**config.mk**
```make
export PLATFORM = sky130hd
export DESIGN_NAME = btb_update_ctrl
export DESIGN_NICKNAME = d
export VERILOG_FILES = /design/src/rtl/btb_update_ctrl_pkg.sv /design/src/rtl/btb_update_ctrl_fifo.sv /design/src/rtl/btb_update_ctrl.sv
export SDC_FILE = /design/constraint.sdc
export NUM_CORES = 1
export LEC_CHECK = 0
export ABC_AREA = 1
export BUFFER_PORTS_ARGS = -buffer_cell sky130_fd_sc_hd__buf_2
export CORE_MARGIN = 2
export CORE_UTILIZATION = 55
export CTS_BUF_LIST = sky130_fd_sc_hd__clkbuf_16
export CTS_CLUSTER_DIAMETER = 50
export DETAILED_ROUTE_END_ITERATION = 10
export PLACE_DENSITY = 0.84
export SLEW_MARGIN = 20
export SYNTH_ARGS = -nofsm -noshare
export SYNTH_HDL_FRONTEND = slang
export SYNTH_SLANG_ARGS = --single-unit
```
**constraint.sdc**
```tcl
create_clock -name clk -period 5.8 [get_ports clk]
set_input_delay 1.45 -clock clk [delete_from_list [all_inputs] [get_ports clk]]
set_output_delay 1.45 -clock clk [all_outputs]
set_load 0.03 [all_outputs]
```
**src/rtl/btb_update_ctrl_pkg.sv**
```systemverilog
// Shared BTB definitions: table geometry and the update record.
// Imported by the BTB and by its update controller.
package btb_update_ctrl_pkg;

  localparam int BTB_SIZE     = 64;
  localparam int BTB_IDX_BITS = 6;

  typedef struct packed {
    logic [31:0] pc;
    logic [31:0] target;
  } upd_entry_t;

  typedef enum logic {
    RUN   = 1'b0,
    FLUSH = 1'b1
  } btb_ctl_state_t;

endpackage

```
**src/rtl/btb_update_ctrl_fifo.sv**
```systemverilog
// Update queue: two push slots (slot 0 older), one pop,
// occupancy count and a synchronous clear.
module btb_upd_fifo
  import btb_update_ctrl_pkg::*;
#(
  parameter  int DEPTH = 4,
  localparam int AW    = $clog2(DEPTH)
) (
  input  logic          clk,
  input  logic          rst,
  input  logic          clr,
  input  logic          push0,
  input  upd_entry_t    data0,
  input  logic          push1,
  input  upd_entry_t    data1,
  input  logic          pop,
  output upd_entry_t    head,
  output logic [AW:0]   count
);

  upd_entry_t    mem [DEPTH];
  logic [AW-1:0] wr_ptr;
  logic [AW-1:0] rd_ptr;
  logic [AW-1:0] wr_ptr1;
  logic [AW:0]   push_n;

  assign wr_ptr1 = wr_ptr + AW'(1);
  assign push_n  = (AW+1)'(push0) + (AW+1)'(push1);
  assign head    = mem[rd_ptr];

  always_ff @(posedge clk) begin
    if (push0) mem[wr_ptr] <= data0;
    if (push1) mem[wr_ptr1] <= data1;
  end

  always_ff @(posedge clk or posedge rst) begin
    if (rst) begin
      wr_ptr <= '0;
      rd_ptr <= '0;
      count  <= '0;
    end else if (clr) begin
      wr_ptr <= '0;
      rd_ptr <= '0;
      count  <= '0;
    end else begin
      wr_ptr <= wr_ptr + push_n[AW-1:0];
      rd_ptr <= rd_ptr + AW'(pop);
      count  <= count + push_n - (AW+1)'(pop);
    end
  end

endmodule

```
**src/rtl/btb_update_ctrl.sv**
```systemverilog
// Schedules EX/ID updates and invalidate walks onto the single
// BTB write port; all btb_* outputs are registered.
module btb_update_ctrl
  import btb_update_ctrl_pkg::*;
#(
  parameter int SIZE       = BTB_SIZE,
  parameter int IDX_BITS   = BTB_IDX_BITS,
  parameter int FIFO_DEPTH = 4
) (
  input  logic                clk,
  input  logic                rst,
  input  logic                ex_upd_valid,
  input  logic [31:0]         ex_upd_pc,
  input  logic [31:0]         ex_upd_target,
  output logic                ex_upd_ready,
  input  logic                id_upd_valid,
  input  logic [31:0]         id_upd_pc,
  input  logic [31:0]         id_upd_target,
  output logic                id_upd_ready,
  input  logic                flush_req,
  output logic                flush_busy,
  output logic                btb_update_en,
  output logic [31:0]         btb_pc_update,
  output logic [31:0]         btb_target_update,
  output logic                btb_inv_en,
  output logic [IDX_BITS-1:0] btb_inv_index,
  output logic                btb_query_block
);

  localparam int CW = $clog2(FIFO_DEPTH) + 1;
  localparam logic [IDX_BITS:0] LAST = (IDX_BITS+1)'(SIZE - 1);
  localparam logic [IDX_BITS:0] ONE  = (IDX_BITS+1)'(1);

  btb_ctl_state_t    state, state_nxt;
  logic [IDX_BITS:0] cnt, cnt_nxt;
  logic [CW-1:0]     count, free;
  logic              run_ok, empty, ex_acc, id_acc;
  logic              push0, push1, pop, wr_nxt;
  upd_entry_t        ex_e, id_e, first_e, head, d0, wr_e;

  assign ex_e  = '{pc: ex_upd_pc, target: ex_upd_target};
  assign id_e  = '{pc: id_upd_pc, target: id_upd_target};
  assign free  = CW'(FIFO_DEPTH) - count;
  assign empty = (count == '0);

  assign run_ok       = !rst && state == RUN && !flush_req;
  assign ex_upd_ready = run_ok && free != '0;
  assign id_upd_ready = run_ok && (free >= CW'(2) ||
                        (free != '0 && !ex_upd_valid));
  assign ex_acc = ex_upd_valid && ex_upd_ready;
  assign id_acc = id_upd_valid && id_upd_ready;

  // With an empty queue the oldest accepted request bypasses it,
  // giving a write strobe in the very next cycle.
  assign first_e = ex_acc ? ex_e : id_e;
  assign push0   = empty ? (ex_acc && id_acc) : (ex_acc || id_acc);
  assign d0      = empty ? id_e : first_e;
  assign push1   = !empty && ex_acc && id_acc;
  assign pop     = run_ok && !empty;
  assign wr_nxt  = run_ok && (!empty || ex_acc || id_acc);
  assign wr_e    = empty ? first_e : head;

  btb_upd_fifo #(.DEPTH(FIFO_DEPTH)) u_fifo (
    .clk   (clk),
    .rst   (rst),
    .clr   (flush_req),
    .push0 (push0),
    .data0 (d0),
    .push1 (push1),
    .data1 (id_e),
    .pop   (pop),
    .head  (head),
    .count (count)
  );

  always_ff @(posedge clk or posedge rst) begin
    if (rst) begin
      state <= RUN;
      cnt   <= '0;
    end else begin
      state <= state_nxt;
      cnt   <= cnt_nxt;
    end
  end

  always_comb begin
    state_nxt = state;
    cnt_nxt   = cnt;
    unique case (state)
      RUN: begin
        if (flush_req) begin
          state_nxt = FLUSH;
          cnt_nxt   = '0;
        end
      end
      FLUSH: begin
        if (flush_req) begin
          cnt_nxt = '0;
        end else if (cnt == LAST) begin
          state_nxt = RUN;
          cnt_nxt   = '0;
        end else begin
          cnt_nxt = cnt + ONE;
        end
      end
      default: state_nxt = RUN;
    endcase
  end

  // Outputs track the next state so the strobe lines up with it.
  always_ff @(posedge clk or posedge rst) begin
    if (rst) begin
      btb_update_en     <= 1'b0;
      btb_pc_update     <= '0;
      btb_target_update <= '0;
      btb_inv_en        <= 1'b0;
      btb_inv_index     <= '0;
      flush_busy        <= 1'b0;
    end else begin
      btb_update_en <= wr_nxt;
      if (wr_nxt) begin
        btb_pc_update     <= wr_e.pc;
        btb_target_update <= wr_e.target;
      end
      btb_inv_en    <= (state_nxt == FLUSH);
      btb_inv_index <= cnt_nxt[IDX_BITS-1:0];
      flush_busy    <= (state_nxt == FLUSH);
    end
  end

  assign btb_query_block = flush_busy;

endmodule

```
Word level (Yosys, flattened, before mapping)
Memory sizes are Yosys's and may differ from the RTL's.
Cells that the tools add are included.
Storage, ports and cells
  memory bits (writable): 256
  word-level logic and storage cells: 63
  flip-flop bits (word level): 80
  input port bits: 133
  memories: 1
  output and inout port bits: 76
Memories
  u_fifo.mem: words 4, width 64, read ports 1, clocked after memory_dff 0, wr ports 2, line btb_update_ctrl_fifo.sv:21  | upd_entry_t mem [DEPTH];
Cells by class
  $lt $le $gt $ge: 1
  reductions and logical operators: 22
  bitwise operators: 1
  $add $sub $neg: 8
  multiplexer cells: 19
  equality and inequality tests: 2
Operators by type and width (count)
  $mux 64: 3
  $mux 7: 3
  $pmux 7 s2: 1
  $logic_and 1x1->1: 12
  $mux 1: 8
  $add 7x1->7 const B: 1
  $eq 7x6->1 const B: 1
  $logic_not 1->1: 4
  $logic_or 1x1->1: 4
  $mux 2: 2
  $add 3x3->3: 1
  $ge 3x2->1 const B: 1
  $logic_not 3->1: 1
  $mux 3: 1
  $reduce_bool 3->1: 1
  $sub 3x1->3: 1
  $sub 3x3->3 const A: 1
  $add 1x1->2: 1
  $add 2x1->2: 1
  $add 2x1->2 const B: 1
  $add 2x2->2: 1
  $ne 2x2->1 const B: 1
  $pmux 1 s2: 1
  $not 1->1: 1

Logic depth before layout (Yosys ltp)
  depth in word-level cells: 12
  mapped depth: 15
  depth with buffers taken out: 14

Modules after synthesis
From an unflattened synthesis, not the netlist that was laid out.
Second synthesis, totals
  cells, all modules: 2408
  area, all modules: 18870.6 µm²
By module, submodules not included
  btb_upd_fifo: cells an instance 1437, area an instance 13261.5 µm², times used 1, seq. area each 7862.5 µm²
  btb_update_ctrl: cells an instance 971, area an instance 5609.1 µm², times used 1, seq. area each 1826.8 µm²

Worst setup path after synthesis
No wires, ideal clock.
  path kind: input to register
  start point: input rst
  end point: memory u_fifo.mem[0][0] (netlist name) (enable)
  path buffers: 2
  slack: -0.231 ns
  data arrival time: 5.607 ns
  required time: 5.376 ns
  setup time: 0.424 ns
  stages: 9
  cell sequence: inv_1 > nand3_1 > nor2_2 > nand2_2 > nor2_8 > nand2_1 > buf_2 > buf_4 > nand2_1
RTL lines
  from (decl): line btb_update_ctrl.sv:11  | input logic rst,
  to (decl): line btb_update_ctrl_fifo.sv:21

Worst setup path in the final report
  start point: input flush_req
  end point: output id_upd_ready
On the way
  cells in the longest elaborated chain, start to end: 3
RTL lines
  from (decl): line btb_update_ctrl.sv:20  | input logic flush_req,
  $logic_not 1->1: line btb_update_ctrl.sv:46  | assign run_ok = !rst && state == RUN && !flush_req;
  $logic_and 1x1->1: line btb_update_ctrl.sv:46
  $logic_and 1x1->1: line btb_update_ctrl.sv:48  | assign id_upd_ready = run_ok && (free >= CW'(2) ||
  to (decl): line btb_update_ctrl.sv:19  | output logic id_upd_ready,
No other way between the ends.

==> qor.csv <==
metric;value;unit
Hold Path Depth;2;
Peak Freq;260;MHz
cells after synthesis;2561;
crit share post-route;66.3;%
minimum clock period;3.85;ns
drt wl/cell;18.9;um
final non-filler cell area;21600;um^2
die area;36300;um^2
max_slew headroom;25.3;%
fill count;2855;
Slew @ Worst Pin;1.12;ns
detailed-route DRC error count;0;
post-synthesis async set-or-reset flop share;23.8;%
TNS Setup;0;ns
synth top area cells;edfxtp_1 (40%), nand2_1 (22%), nand3_1 (11%);
Initial Utilization;55.7;%
first-pass GRT wire length;92400;um
CTS Buf Count;38;
simple-gate share of the synthesized area;35.9;%
Synth Area per Inst;7.48;um^2
critical path data arrival time;2.40;ns
via count;18364;
mux contribution to synthesized area;0;%
Max Cap Viol;0;
Post-Syn Nets;2706;
static leakage;10.5;nW
largest net degree at the start of global routing;115;
Pre-antenna DRT Iters;7;
Post-synth EDFFs;256;
CP max FO;8;
H-tree depth;2;
Fin Clk Skew;0.0131;ns
Core Rows;68;
Worst-path clk slew;0.05;ns
clk root buf;clkbuf_16;
required time worst endpoint;4.35;ns
largest family of logic cells by synthesized area;simple AND/OR/NAND/NOR gates;
status;completed;
Setup WS post-layout;1.95;ns
placed cell areas;20300;um^2
Placer Congestion;0.839;
post-CTS setup buffers;0;
kind of critical path;in2out;
adder-cell share of the synthesized area;0.823;%
compound-cell area share of the yosys netlist;4.76;%
Layout area overhead;12.8;%
Hold Fails Final Rpt;0;
Via density;5.84;
DIE WIDTH;191;um
Skew-Pair Late Insertion Delay;0.53;ns
flops & latches, synth;336;
post-synth top area cell;edfxtp_1;
R2R depth;14;
hold_buf cts;0;
post-synthesis xor/xnor area fraction;0.320;%
share of cells above drive strength 1;12.2;%
HP Class;reg2reg;
Post-Syn Area;19100;um^2
final setup fails;0;
Final Routed Wirelength;59500;um
crit end category;output pin;
fin nets;2798;
Pins Over Slew Limit;0;
io pins;209;
VDD IR max;183;uV
Overall Global Routing Usage;32.5;%
CORE AREA;34400;um^2
Yosys warnings;0;
Clock Path Buffers;3;
remaining antenna violation count after routing;0;
CTS Sinks;336;
Startpoint Class;input pin;
hpwl dp;33100;um
register area share after synthesis;50.6;%
Synth top area share;40.2;%
initial antenna violation count;10;
power density cells;243;nW/um^2
Post-CTS Resized;0;
Die Y;191;um
GR Overflow Total;0;
RSZ-0062 raised after global routing;false;
IO Port Bufs;208;
vias in the first global route;17820;
count of different cell masters after synthesis;27;
top_reg_cell synth;edfxtp_1;
hold slack;0.471;ns
CTS tree;built;
Detailed Route Iter0 Violations;2699;
pre-CTS WS;1.51;ns
-- cell usage after synthesis (11+ instances only) --
cell type  count
o21ai_0      163
nand2_1     1136
buf_2         69
nor2_1       118
inv_1        157
dfrtp_1       80
o21ai_1       11
buf_4         17
clkbuf_1      99
ha_1          11
nand3_1      412
edfxtp_1     256
-- metrics by stage --
stage / utilization [%] / instances / power (mW)
finish: 62.8 / 3145 / 5.25
CTS: 62.6 / 3135 / 5.26
global route: 62.8 / 3143 / 5.41
global placement: 59.0 / 3064 / 2.96
detailed placement: 59.1 / 3066 / 2.97
floorplan: - / 2561 / 2.85
-- final timing paths --
kind / slack, ns / end / startpoint
setup / recovery: 1.95 / id_upd_ready / flush_req
hold / removal: 0.47 / btb_pc_update[29] / btb_pc_update[29]
setup reg to reg: 2.43 / u_fifo.count[2] / u_fifo.count[1]
hold reg to reg: 0.47 / btb_pc_update[29] / btb_pc_update[29]
max in group asynchronous: 4.21 / u_fifo.rd_ptr[0] / rst
min in group asynchronous: 1.15 / u_fifo.rd_ptr[1] / rst
-- cell usage in the layout, fill, tap and decap left out, types with 9 or more instances in the layout --
cell type,count
nand2_4,9
nand2_1,1127
o21ai_1,11
edfxtp_1,256
dfrtp_1,78
clkinv_1,11
buf_4,28
o21ai_0,163
buf_2,208
ha_1,10
nor2_1,114
inv_1,156
nand3_1,412
clkbuf_16,41
-- logic make-up (layout without fill, tap and decap cells) --
family                     Yosys count  after routing
other                                0              8
xor gates and xnor gates             7              7
and+or+nand+nor                   1676           1676
buffers and inverters              349            470
AOI/OAI and AO/OA                  181            181
DFF                                336            336
adders and majority gates           12             12
-- state kept, by name, indices dropped and copies added, names as in the netlist --
name	flops
btb_inv_en	1
cnt	1
u_fifo.rd_ptr	2
u_fifo.count	3
btb_update_en	1
btb_pc_update	32
u_fifo.wr_ptr	2
btb_inv_index	6
btb_target_update	32
u_fifo.mem	256
-- power by group --
part	switching [mW]	leakage, nW	total (mW)	internal, mW
Clock	0.994	0.589	2.32	1.32
Sequential	0.0121	3.41	2.61	2.60
Combinational	0.210	6.49	0.318	0.108
Total	1.22	10.5	5.25	4.03
-- metal layers --
layer  vias up  global-route usage (%)  part of all wire [%]  wire length (um)
met5         -                       0                 0.092                55
met2      1345                    52.8                    46             27600
li1       8477                       -                     -                 -
met4         8                    16.2                   4.3              2560
met1      8306                    41.3                    36             21600
met3       228                    6.79                    13              7670
-- layout make-up --
| type | count | area, um^2 | area share (%) |
|---|---|---|---|
| Clock buffer | 41 | 1030 | 4.75 |
| Tap cell | 455 | 569 | 2.64 |
| Inverter | 159 | 603 | 2.79 |
| Antenna cell | 8 | 20.0 | 0.0927 |
| Multi-Input combinational cell | 1876 | 8120 | 37.6 |
| Clock inverter | 28 | 165 | 0.765 |
| Timing Repair Buffer | 242 | 1390 | 6.43 |
| Sequential cell | 336 | 9700 | 44.9 |
-- critical path, stage by stage --
cell	delay, ns
buf_2	0.17
inv_2	0.11
nand2_2	0.10
nor2_4	0.21
nand2_1	0.11
inv_1	0.06
buf_2	0.18
No activity file was read; power rests on OpenSTA's default activity.
